[src/rtl/booth_pkg.sv]
`default_nettype none
// ============================================================================
// Module   : booth_pkg
// Purpose  : Shared definitions for the sequential radix-4 Booth multiplier:
//            FSM state encoding, 3-bit Booth window codes and the digit-count
//            helper.
// Revision : 1.0 - initial release
// ============================================================================
package booth_pkg;

    // FSM state encoding
    typedef logic [1:0] state_t;
    localparam state_t IDLE = 2'd0;
    localparam state_t RUN  = 2'd1;
    localparam state_t DONE = 2'd2;

    // Booth window codes {b[2i+1], b[2i], b[2i-1]}
    localparam logic [2:0] D_ZERO_P = 3'b000;
    localparam logic [2:0] D_PA0    = 3'b001;
    localparam logic [2:0] D_PA1    = 3'b010;
    localparam logic [2:0] D_P2A    = 3'b011;
    localparam logic [2:0] D_M2A    = 3'b100;
    localparam logic [2:0] D_MA0    = 3'b101;
    localparam logic [2:0] D_MA1    = 3'b110;
    localparam logic [2:0] D_ZERO_N = 3'b111;

    // Number of radix-4 digits needed to cover a W-bit signed multiplier
    function automatic int calc_ndig(input int w);
        return (w + 1) / 2;
    endfunction

endpackage
`default_nettype wire

[src/rtl/booth_pp_sel.sv]
`default_nettype none
// ============================================================================
// Module   : booth_pp_sel
// Purpose  : Combinational radix-4 Booth partial-product selector.
//            Maps a 3-bit multiplier window to 0, +-A or +-2A.
// Ports    : i_win [2:0]   Booth window
//            i_a   [W-1:0] multiplicand, signed
//            o_pp  [W+1:0] selected partial product, signed
// Revision : 1.0 - initial release
// ============================================================================
module booth_pp_sel
    import booth_pkg::*;
#(
    parameter int W = 25
) (
    input  logic [2:0]   i_win,
    input  logic [W-1:0] i_a,
    output logic [W+1:0] o_pp
);

    // Two extra bits: -2A with A = -2^(W-1) is +2^W and must stay positive.
    logic [W+1:0] w_a1;
    logic [W+1:0] w_a2;

    assign w_a1 = {{2{i_a[W-1]}}, i_a};
    assign w_a2 = {i_a[W-1], i_a, 1'b0};

    always_comb begin
        o_pp = '0;
        case (i_win)
            D_ZERO_P, D_ZERO_N: o_pp = '0;
            D_PA0, D_PA1:       o_pp = w_a1;
            D_P2A:              o_pp = w_a2;
            D_M2A:              o_pp = -w_a2;
            D_MA0, D_MA1:       o_pp = -w_a1;
            default:            o_pp = '0;
        endcase
    end

endmodule
`default_nettype wire

[src/rtl/booth_seq_mult.sv]
`default_nettype none
// ============================================================================
// Module   : booth_seq_mult
// Purpose  : Sequential radix-4 Booth multiplier. Accepts one signed operand
//            pair, retires one Booth digit per cycle into an accumulator and
//            returns the full-width signed product.
// Ports    : clk, rst (sync, active high)
//            in_valid/in_ready/in_a/in_b    operand handshake
//            out_valid/out_ready/out_p      product handshake (held until ready)
//            busy                           high while an operation is open
// Config   : BOOTH_EARLY_TERM_EN - stop as soon as the remaining multiplier
//            digits are all zero (data-dependent latency, same product).
// Revision : 1.0 - initial release
// ============================================================================
module booth_seq_mult
    import booth_pkg::*;
#(
    parameter int W = 25
) (
    input  logic           clk,
    input  logic           rst,
    input  logic           in_valid,
    output logic           in_ready,
    input  logic [W-1:0]   in_a,
    input  logic [W-1:0]   in_b,
    output logic           out_valid,
    input  logic           out_ready,
    output logic [2*W-1:0] out_p,
    output logic           busy
);

    localparam int NDIG = calc_ndig(W);
    localparam int IW   = $clog2(NDIG);
    localparam int MW   = 2 * NDIG + 1;   // multiplier register incl. implicit b[-1]
    localparam int AW   = 2 * W + 2;      // accumulator width
    localparam int PW   = W + 2;          // partial product width

    localparam logic [IW-1:0] c_LAST_IDX = IW'(NDIG - 1);
    localparam logic [IW-1:0] c_ONE      = IW'(1);

    state_t        r_state;
    logic [W-1:0]  r_a;
    logic [MW-1:0] r_mul;
    logic [IW-1:0] r_idx;
    logic [AW-1:0] r_acc;

    logic [IW:0]   w_bit0;
    logic [2:0]    w_win;
    logic [PW-1:0] w_pp;
    logic [AW-1:0] w_pp_ext;
    logic [AW-1:0] w_pp_sh;
    logic          w_last;
    logic          w_done;

    // Window for digit idx starts at bit 2*idx of the {b, 1'b0} register.
    assign w_bit0 = {r_idx, 1'b0};
    assign w_win  = r_mul[w_bit0 +: 3];

    booth_pp_sel #(
        .W (W)
    ) u_pp_sel (
        .i_win (w_win),
        .i_a   (r_a),
        .o_pp  (w_pp)
    );

    assign w_pp_ext = {{(AW-PW){w_pp[PW-1]}}, w_pp};
    assign w_pp_sh  = w_pp_ext << w_bit0;
    assign w_last   = (r_idx == c_LAST_IDX);

`ifdef BOOTH_EARLY_TERM_EN
    // Digits above idx are all zero once every bit from the next window's
    // base upward equals the sign bit; an arithmetic shift exposes that.
    localparam logic [IW:0] c_TWO = (IW+1)'(2);

    logic [IW:0]   w_next_bit;
    logic [MW-1:0] w_rest;

    assign w_next_bit = w_bit0 + c_TWO;
    assign w_rest     = $signed(r_mul) >>> w_next_bit;
    assign w_done     = w_last || (w_rest == {MW{r_mul[MW-1]}});
`else
    assign w_done     = w_last;
`endif

    always_ff @(posedge clk) begin
        if (rst) begin
            r_state <= IDLE;
            r_a     <= '0;
            r_mul   <= '0;
            r_idx   <= '0;
            r_acc   <= '0;
        end else begin
            case (r_state)
                IDLE: begin
                    if (in_valid) begin
                        r_a     <= in_a;
                        r_mul   <= {{(MW-1-W){in_b[W-1]}}, in_b, 1'b0};
                        r_idx   <= '0;
                        r_acc   <= '0;
                        r_state <= RUN;
                    end
                end
                RUN: begin
                    r_acc <= r_acc + w_pp_sh;
                    r_idx <= r_idx + c_ONE;
                    if (w_done) begin
                        r_state <= DONE;
                    end
                end
                DONE: begin
                    if (out_ready) begin
                        r_state <= IDLE;
                    end
                end
                default: r_state <= IDLE;
            endcase
        end
    end

    // The accumulator carries two guard bits; the product always fits in 2W.
    assign out_p     = r_acc[2*W-1:0];
    assign in_ready  = (r_state == IDLE);
    assign out_valid = (r_state == DONE);
    assign busy      = (r_state != IDLE);

endmodule
`default_nettype wire

[config.mk]
export PLATFORM = sky130hd
export DESIGN_NAME = booth_seq_mult
export DESIGN_NICKNAME = d
export VERILOG_FILES = /design/src/rtl/booth_pkg.sv /design/src/rtl/booth_pp_sel.sv /design/src/rtl/booth_seq_mult.sv
export SDC_FILE = /design/constraint.sdc
export NUM_CORES = 1
export LEC_CHECK = 0
export CAP_MARGIN = 10
export CORE_ASPECT_RATIO = 1.4
export CORE_MARGIN = 10
export CORE_UTILIZATION = 60
export CTS_CLUSTER_SIZE = 30
export DETAILED_ROUTE_END_ITERATION = 10
export PLACE_DENSITY_LB_ADDON = 0.2
export SLEW_MARGIN = 5
export SYNTH_ARGS = -nofsm -noshare
export SYNTH_HDL_FRONTEND = slang
export SYNTH_SLANG_ARGS = --single-unit
[constraint.sdc]
create_clock -name clk -period 14.8 [get_ports clk]
set_input_delay 2.96 -clock clk [delete_from_list [all_inputs] [get_ports clk]]
set_output_delay 2.96 -clock clk [all_outputs]
set_load 0.02 [all_outputs]
Yosys cells after proc, flatten, opt, wreduce, memory -nomap -nowiden
Index checks and enable logic that the tools add are counted.

Register bits after elaboration: 108. Bits of input ports: 54. Logic and storage cells: 43.

$add $sub $neg: 4. Equal/unequal tests: 13. Shifts and indexed selects: 2. Multiplexer cells: 9. Reduce and logical (&&, ||, !) cells: 10.

Operators by type and width (count): 27-bit one-hot mux with 5 select lines (1); 52-bit one-hot mux with 2 select lines (1); 27-bit negation (2); 52-bit adder (1); 52-bit two-way mux (1); 52-bit by 5-bit << shifter with 52-bit output (1); 27-bit by 6-bit indexed part select with 3-bit output (1); 3-bit equality test (second input constant) (4); 4-bit one-hot mux with 2 select lines (1); 3-bit by 2-bit equality test with 1-bit output (second input constant) (2); 2-bit two-way mux (3); 2-bit one-hot mux with 3 select lines (1); 2-bit OR reduction (3); 4-bit by 1-bit adder with 4-bit output (second input constant) (1); 4-bit equality test (second input constant) (1); 4-bit two-way mux (1); 2-bit inequality test (second input constant) (2); 2-bit AND reduction (2); 2-bit nonzero test (2); 3-bit by 1-bit equality test with 1-bit output (second input constant) (1); 3-bit logical NOT (1); 3-bit AND reduction (1); 2-bit by 1-bit equality test with 1-bit output (second input constant) (1); 2-bit equality test (second input constant) (1); 2 further kinds (2).

Longest topological paths before layout
Gate-level depths: netlist of run 1.

Word-level depth: 7. Mapped depth: 28. Gate-level depth less buffers: 25.

Hierarchy
A second synthesis of run 1 with hierarchy kept.

Cells, all modules: 1345. Area, all modules: 9584.2 um^2.

By module, submodules not included: booth_seq_mult (instances 1, cells an instance 1092, area an instance 7890.1 um^2); booth_pp_sel (instances 1, cells an instance 253, area an instance 1694.1 um^2).

Worst setup path after synthesis of run 1
Ideal clock, no wire load.

Path type: register to register. Start: register r_idx[1]. End: register r_acc[49]. Library setup time: 0.075 ns. Arrival: 5.824 ns. Data required time: 14.725 ns. Slack: 8.901 ns. Stages on the path, launching flop included: 27. Period minus slack after synthesis: 5.899 ns. Path through: dfxtp_1 buf_2 mux4_2 o22ai_1 buf_4 buf_2 nor3_1 xnor2_1 o32ai_1 a221oi_1 mux2i_1 and2_1 a211oi_1 o22ai_1 ha_1 clkbuf_1 a21o_1 a21o_1 a2111oi_0 o21bai_1 a221oi_1 nand4_1 a211o_1 a221oi_1 xor2_1 a21oi_1 o22ai_1.

Word-level cells in the longest chain between the ends: 7. Elaborated cells between the ends (all ways): 16. Classes of those cells: 1 x add/sub; 7 x eq/ne; 2 x shift; 2 x mux; 4 x reduce/logical.

RTL lines: start, declared (RTL line booth_seq_mult.sv:44) `logic [IW-1:0] r_idx;`; start signal, assigned (RTL line booth_seq_mult.sv:106) `r_idx <= r_idx + c_ONE;`; 27-bit by 6-bit indexed part select with 3-bit output (RTL line booth_seq_mult.sv:57) `assign w_win = r_mul[w_bit0 +: 3];`; 3-bit equality test, or another cell as far along (RTL line booth_pp_sel.sv:30) `case (i_win)`; 2-bit OR reduction (RTL line booth_pp_sel.sv:30); 27-bit one-hot mux with 5 select lines (RTL line booth_pp_sel.sv:30); 52-bit by 5-bit << shifter with 52-bit output (*) (RTL line booth_seq_mult.sv:68) `assign w_pp_sh = w_pp_ext << w_bit0;`; 52-bit adder (*) (RTL line booth_seq_mult.sv:105) `r_acc <= r_acc + w_pp_sh;`; 52-bit one-hot mux with 2 select lines (*) (RTL line booth_seq_mult.sv:94) `case (r_state)`; end signal, assigned (RTL line booth_seq_mult.sv:105); end, declared (RTL line booth_seq_mult.sv:45) `logic [AW-1:0] r_acc;`.

Mark *: on every way between the ends. The rest lies on a longest branch, timed or not. A chain may end at the register's enable or synchronous reset.

Worst setup path in the final report of run 1
Start: register r_idx[0]. End: register r_acc[42].

Same word-level chain as after synthesis.

==> impl_results.md, run 1 <==
- Status: complete, no violations
- Die span in y: 171.6 um
- Total grt overflow: 0
- Tmin final: 7407 ps
- CTS tree: done
- Mapped Nets: 1455
- CTS buffer count: 9
- Critical Path AT: 7670 ps
- CP Max Fanout: 41
- CTS Sinks: 106
- Number of DRC markers in iteration 0: 1143
- Slew HR: 0.3110
- Fin Hold WS: 472.4 ps
- H-tree depth: 3
- Synthesis-stage register bit count: 106
- Most common cell after layout, fill and taps aside: nand2_1
- DR vias/cell: 6.568
- Post-synthesis sequential area ratio: 0.2154
- Setup TNS: 0 ps
- Pre-antenna DRT Iters: 5
- Pins Over Slew Limit: 0
- Share of layout cells above drive strength 1: 0.07278
- Fillers: 1442
- Area of the multi-input gates: 0.007142 mm^2
- Final-report hold violation count: 0
- Post-CTS setup buffers: 0
- Class of the most critical setup path: reg2reg
- Worst setup SP type: flip-flop
- Clock Tree Buf Depth: 2
- Final GP Congestion: 0.9536
- Antenna diode count: 0
- Synth warn: 0
- Via Count: 10.33k
- Dominant synthesized flop cell: dfxtp_1
- Critical Path RT: 15060 ps
- Largest net degree at the start of global routing: 82
- PortBufs: 106
- Area after DPL: 0.01079 mm^2
- Gr usage total: 0.2873
- I/O pins: 107
- Synthesized area: 0.009851 mm^2
- Clock Skews: 8.997 ps
- Clk Latency, worst-skew pair: 370 ps
- Post-synth ARST share: 0
- DIE AREA: 0.02202 mm^2
- Post-DRT Antenna Nets: 0
- CP max stage delay: 580 ps
- RSZ-0062 raised after global routing: false
- Die Wd: 128.3 um
- Crit path capture type: flip-flop
- Worst-margin pin slew: 1030 ps
- Final setup fails: 0
- Starting density of the core: 0.6091
- Global-route wire length before repair: 51.96 mm
- Hold Crit Class: reg2reg
- CP max stage cell: mux4_2
- Bufs and invs on worst path: 1
- Initial antenna violation count: 0
- Lkg Pwr: 4.439 nW
- CTS root buffer: clkbuf_16
- Mean post-synth cell area: 7.324 um^2
- Worst IR drop on VDD: 75.70 uV
- Post-route DRC: 0
- WL per Instance: 20.45 um
- Crit-path leading delay family: compound AO/OA/AOI/OAI gates
- HPWL Detailed: 23.94 mm
- PD cells: 88.16 mW/mm^2
- Final WL: 32.16 mm
- Post-synth EDFFs: 0
- Cell Rows: 55
- Synth unique cells: 88
- NumNets Final: 1479
- Max cap viols: 0
- Layout Area Growth over Synthesis: 12.65%
- Clock-pin slew on the worst setup and hold paths: 80 ps
- Commonest cells after routing, fill and taps aside: nand2_1 (212), a21oi_1 (164), dfxtp_1 (106)
- Post-cts hold buffer count: 0
- Core Area: 0.01617 mm^2
- Period utilization: 0.5005
- Cts repair resizes: 0
- Vias in the first global route: 9860
- Design area: 0.01110 mm^2
- Crit path cell chain: buf_4 -> mux4_2 -> o32ai_2 -> a211o_2 -> nor3_2 -> a31o_2 -> a221oi_1 -> mux2i_1 -> mux2i_1 -> nor2_1 -> a21oi_1 -> nor2_1 -> ha_1 -> a21oi_1 -> o21ai_0 -> a31oi_1 -> nor2_1 -> or3b_2 -> o211ai_1 -> a2111oi_0 -> o21ai_1 -> a21oi_1 -> or3_1 -> a32o_1
- Synth Instances: 1345
- Sequential Area: 0.002122 mm^2
- Fmax: 0.1350 GHz
-- cells in the mapped netlist, types with 8 or more instances --
library cell  instances  area, um^2
nand2b_1             10       62.56
a31oi_1              15       93.84
nor2_1               88       330.3
o32ai_1              10       87.58
nand4_1               8       50.05
o21ai_0              84       420.4
mux4_2               13       292.8
a21oi_1             164       820.8
and3_1               10       62.56
buf_2                14       70.07
nand2_1             213       799.5
ha_1                 55       688.2
xnor2_1              31       271.5
a21o_1               25       187.7
inv_1                27       101.4
mux2_2               14       157.7
xor2_1               23       201.4
a31o_2                8       70.07
or3_1                12       75.07
a211oi_1             23       172.7
nor3b_1               8       60.06
nor3_1               47       235.2
dfxtp_1             106        2122
nor2b_1               9       56.30
nand3_1              38       190.2
a221oi_1             17       148.9
clkbuf_1             76       285.3
and2_1               11       68.82
mux2i_1              32       320.3
-- kinds of logic (layout without fill, tap and decap cells) --
family | count (synthesis) | in the layout | synth area share
XOR/XNOR | 56 | 56 | 0.05131
adder cells (fa/ha/maj) | 56 | 56 | 0.07189
buffers and inverters | 137 | 166 | 0.06084
multiplexers | 61 | 61 | 0.08116
AND/OR/NAND/NOR | 493 | 493 | 0.2390
AO/OA/AOI/OAI | 436 | 436 | 0.2803
flip-flops | 106 | 106 | 0.2154
-- metrics by stage --
step | total power, W | utilization | worst slack, ps | cells
2_1_floorplan | 0.0006106 | - | 8901 | 1345
3_3_place_gp | 0.0007222 | 0.6672 | 7672 | 1557
3_5_place_dp | 0.0007251 | 0.6672 | 7550 | 1557
4_1_cts | 0.0009753 | 0.6862 | 7534 | 1573
5_1_grt | 0.001034 | 0.6862 | 6913 | 1573
6_report | 0.0009783 | 0.6862 | 7393 | 1573
-- sequential cells by signal, summed over array words and instances (netlist names) --
register and flops:
r_mul 25, r_a 25, r_acc 50, r_idx 4, r_state 2
-- worst reg2reg max path, cell delays in order, from the launching register on --
cell and delay, ps:
dfxtp_1 350, buf_4 420, mux4_2 590, o32ai_2 300
a211o_2 510, nor3_2 220, a31o_2 270, a221oi_1 550
mux2i_1 190, mux2i_1 360, nor2_1 80, a21oi_1 140
nor2_1 80, ha_1 370, a21oi_1 270, o21ai_0 150
a31oi_1 240, nor2_1 70, or3b_2 550, o211ai_1 320
a2111oi_0 220, o21ai_1 350, a21oi_1 130, or3_1 350
a32o_1 240
-- where the power goes --
| group | internal (W) | total [W] | switching (W) |
|---|---|---|---|
| Clock | 0.000121 | 0.000250 | 0.000129 |
| Combinational | 0.000159 | 0.000402 | 0.000243 |
| Sequential | 0.000303 | 0.000326 | 0.0000230 |
| Total | 0.000583 | 0.000978 | 0.000395 |
-- layout make-up --
class                   count  area share
inverters                  29    0.009809
multi-input cells        1102      0.6436
clock inverters             7    0.007329
well taps                 199     0.02244
flip-flops and latches    106      0.1912
repair buffers            121      0.1053
clock buffers               9     0.02030
-- per-layer routing --
layer  routed length, um  vias to the layer above  track usage
met3                1915                       69      0.04342
li1                    -                     4959            -
met4                1081                        0       0.1089
met1               12210                     4920       0.3240
met5                   0                        -            0
met2               16960                      383       0.5256
-- final timing paths --
| kind | slack [ps] | to | cells after the start | startpoint |
|---|---|---|---|---|
| min reg2reg | 470 | r_mul[21] | 2 | r_mul[21] |
| max reg2reg | 7390 | r_acc[42] | 24 | r_idx[0] |
| max | 7390 | r_acc[42] | 24 | r_idx[0] |
| min | 470 | r_mul[21] | 2 | r_mul[21] |
(Power assumes the default switching activity.)
==> run 2: changes to the inputs <==
- CORE_UTILIZATION: 60 -> 59
- clock period: 14.8 -> 7.25 ns (I/O delays scaled with it)
==> run 2 against run 1 <==
Clock skew up 7.3 ps; sequential power up 100%; fmax up 9.2%; final area up 2.8%; worst setup slack worse by 6900 ps; total power up 110%; cell count up 1.9%; critical path type unchanged; critical endpoint unchanged.
==> impl_results.md, run 2 (synthesis gave the netlist of run 1 again) <==
- Status: complete, no violations
- Hold EP: r_mul[23]
- PortBufs: 106
- CTS tree: done
- Design area: 0.01141 mm^2
- Pre-antenna DRT Iters: 6
- Final-report hold violation count: 0
- Pins Over Slew Limit: 0
- Worst-margin pin slew: 1012 ps
- Worst setup margin: 466.4 ps
- Most common cell after layout, fill and taps aside: nand2_1
- Via Count: 10.53k
- Vias in the first global route: 10.15k
- NumNets Final: 1509
- Share of layout cells above drive strength 1: 0.1004
- Class of the most critical setup path: reg2reg
- Critical Path AT: 7050 ps
- Clk Latency, worst-skew pair: 380 ps
- Worst IR drop on VDD: 105.5 uV
- Cell Rows: 55
- Number of DRC markers in iteration 0: 1066
- Fmax: 0.1474 GHz
- WHS Path Cells: 2
- Layout Area Growth over Synthesis: 15.80%
- Gr usage total: 0.2903
- Reg2reg path depth: 26
- Post-route DRC: 0
- Critical Path RT: 7520 ps
- Top Registers: r_acc: 50 flops, r_a: 25 flops, r_mul: 25 flops
- Worst setup SP type: flip-flop
- Final GP Congestion: 1.000
- CTS Sinks: 106
- H-tree depth: 3
- R2R setup slack: 470 ps
- Max cap viols: 0
- Final WL: 33.09 mm
- DIE AREA: 0.02234 mm^2
- Reg-to-Reg Start: r_idx[0]
- CTS root buffer: clkbuf_16
- Lkg Pwr: 4.608 nW
- Hold_sp: r_mul[23]
- CTS buffer count: 9
- Setup TNS: 0 ps
- Setup WS pre-CTS: 148.5 ps
- Clock Skews: 16.25 ps
- Reg2Reg Capture Point: r_acc[42]
- Clock-pin slew on the worst setup and hold paths: 90 ps
- Crit path capture type: flip-flop
- PD cells: 180.4 mW/mm^2
- Commonest cells after routing, fill and taps aside: nand2_1 (212), a21oi_1 (164), clkdlybuf4s50_1 (105)
- Area after DPL: 0.01102 mm^2
- Slew HR: 0.3231
- Clock Tree Buf Depth: 2
- Final Non-Filler Cells: 1603
- Core Area: 0.01631 mm^2
- I/O pins: 107
- HPWL Detailed: 24.81 mm
- Global-route wire length before repair: 53.23 mm
- Die span in y: 172.9 um
- Largest net degree at the start of global routing: 82
- CP Max Fanout: 12
- Post-DRT Antenna Nets: 0
- Hold Crit Class: reg2reg
- WL per Instance: 20.64 um
- DR vias/cell: 6.571
- Total grt overflow: 0
- Initial antenna violation count: 0
- Tmin final: 6784 ps
- Biggest register: r_acc
- Period utilization: 0.9357
- Final setup fails: 0
- Number of flip-flops in the largest register: 50
- Die Wd: 129.2 um
- Starting density of the core: 0.6040
- Post-layout util: 0.6994
- RSZ-0062 raised after global routing: false
- Cell count after placement: 1586
- Antenna diode count: 0
[run 2: cell types whose count changed in the layout (fill, tap and decap cells not counted), sizes merged]
cell,change
buf,+30
clkinv,-1
inv,+1
[run 2: area by class of cell]
type                       instances  area [um^2]
clock buffer                       9        225.2
clock inverter                     7        86.33
fill                            1399         4902
inverter                          29        108.9
multi-input combinational       1102         7204
sequential                       106         2127
tap                              199        249.0
timing repair buffer             151         1406
[run 2: critical path: stages, from the launching register on]
cell and delay (ps):
dfxtp_4 450, mux4_2 530, a211oi_2 320, buf_4 240, buf_4 210, nor3_1 80
xor2_1 170, a221oi_1 360, a2bb2oi_2 260, mux2i_1 160, and2_1 220, a211oi_1 390
nor3b_1 140, buf_4 180, ha_1 190, a21oi_1 220, o21ai_0 150, a31oi_1 220
nor2_1 70, or3b_2 500, o211ai_1 370, a2111oi_0 230, o21ai_1 180, buf_4 160
a21oi_1 70, or3_1 350, a32o_1 250
[run 2: how the worst max path moves through the flow]
stage | slack, ps | from | to
global placement | 300 | r_a[0] | r_acc[42]
floorplan | 1350 | r_idx[1] | r_acc[49]
global route | 130 | r_idx[0] | r_acc[42]
CTS | 120 | r_idx[0] | r_acc[49]
detailed placement | 150 | r_idx[0] | r_acc[49]
finish | 470 | r_idx[0] | r_acc[42]
[run 2: what timing repair did]
action / 4_1_cts / 5_1_grt
setup buffers: 0 / 1
gates resized for setup: 0 / 14
setup endpoints to repair: 0 / 9
hold buffers: 0 / 0
hold endpoints to repair: 0 / 0
[run 2: layer usage]
metal / global-route usage / wire (um) / vias up
li1: - / - / 5025
met1: 0.3263 / 12540 / 5019
met2: 0.5099 / 17070 / 386
met3: 0.04989 / 1877 / 104
met4: 0.1416 / 1597 / 0
met5: 0 / 0 / -
[run 2: power breakdown]
part	internal [W]	total [W]	leakage [nW]	switching, W
Sequential	0.000618	0.000665	0.866	0.0000470
Clock	0.000250	0.000529	0.153	0.000279
Combinational	0.000353	0.000864	3.59	0.000511
[run 2: through the flow]
| step | hold WS [ps] | total power, W |
|---|---|---|
| after CTS | 460.7 | 0.002039 |
| after global routing | 485.4 | 0.002167 |
| after floorplan | 433.1 | 0.001246 |
| after global placement | 440.7 | 0.001506 |
| after detailed placement | 448.0 | 0.001514 |
| final | 459.9 | 0.002058 |
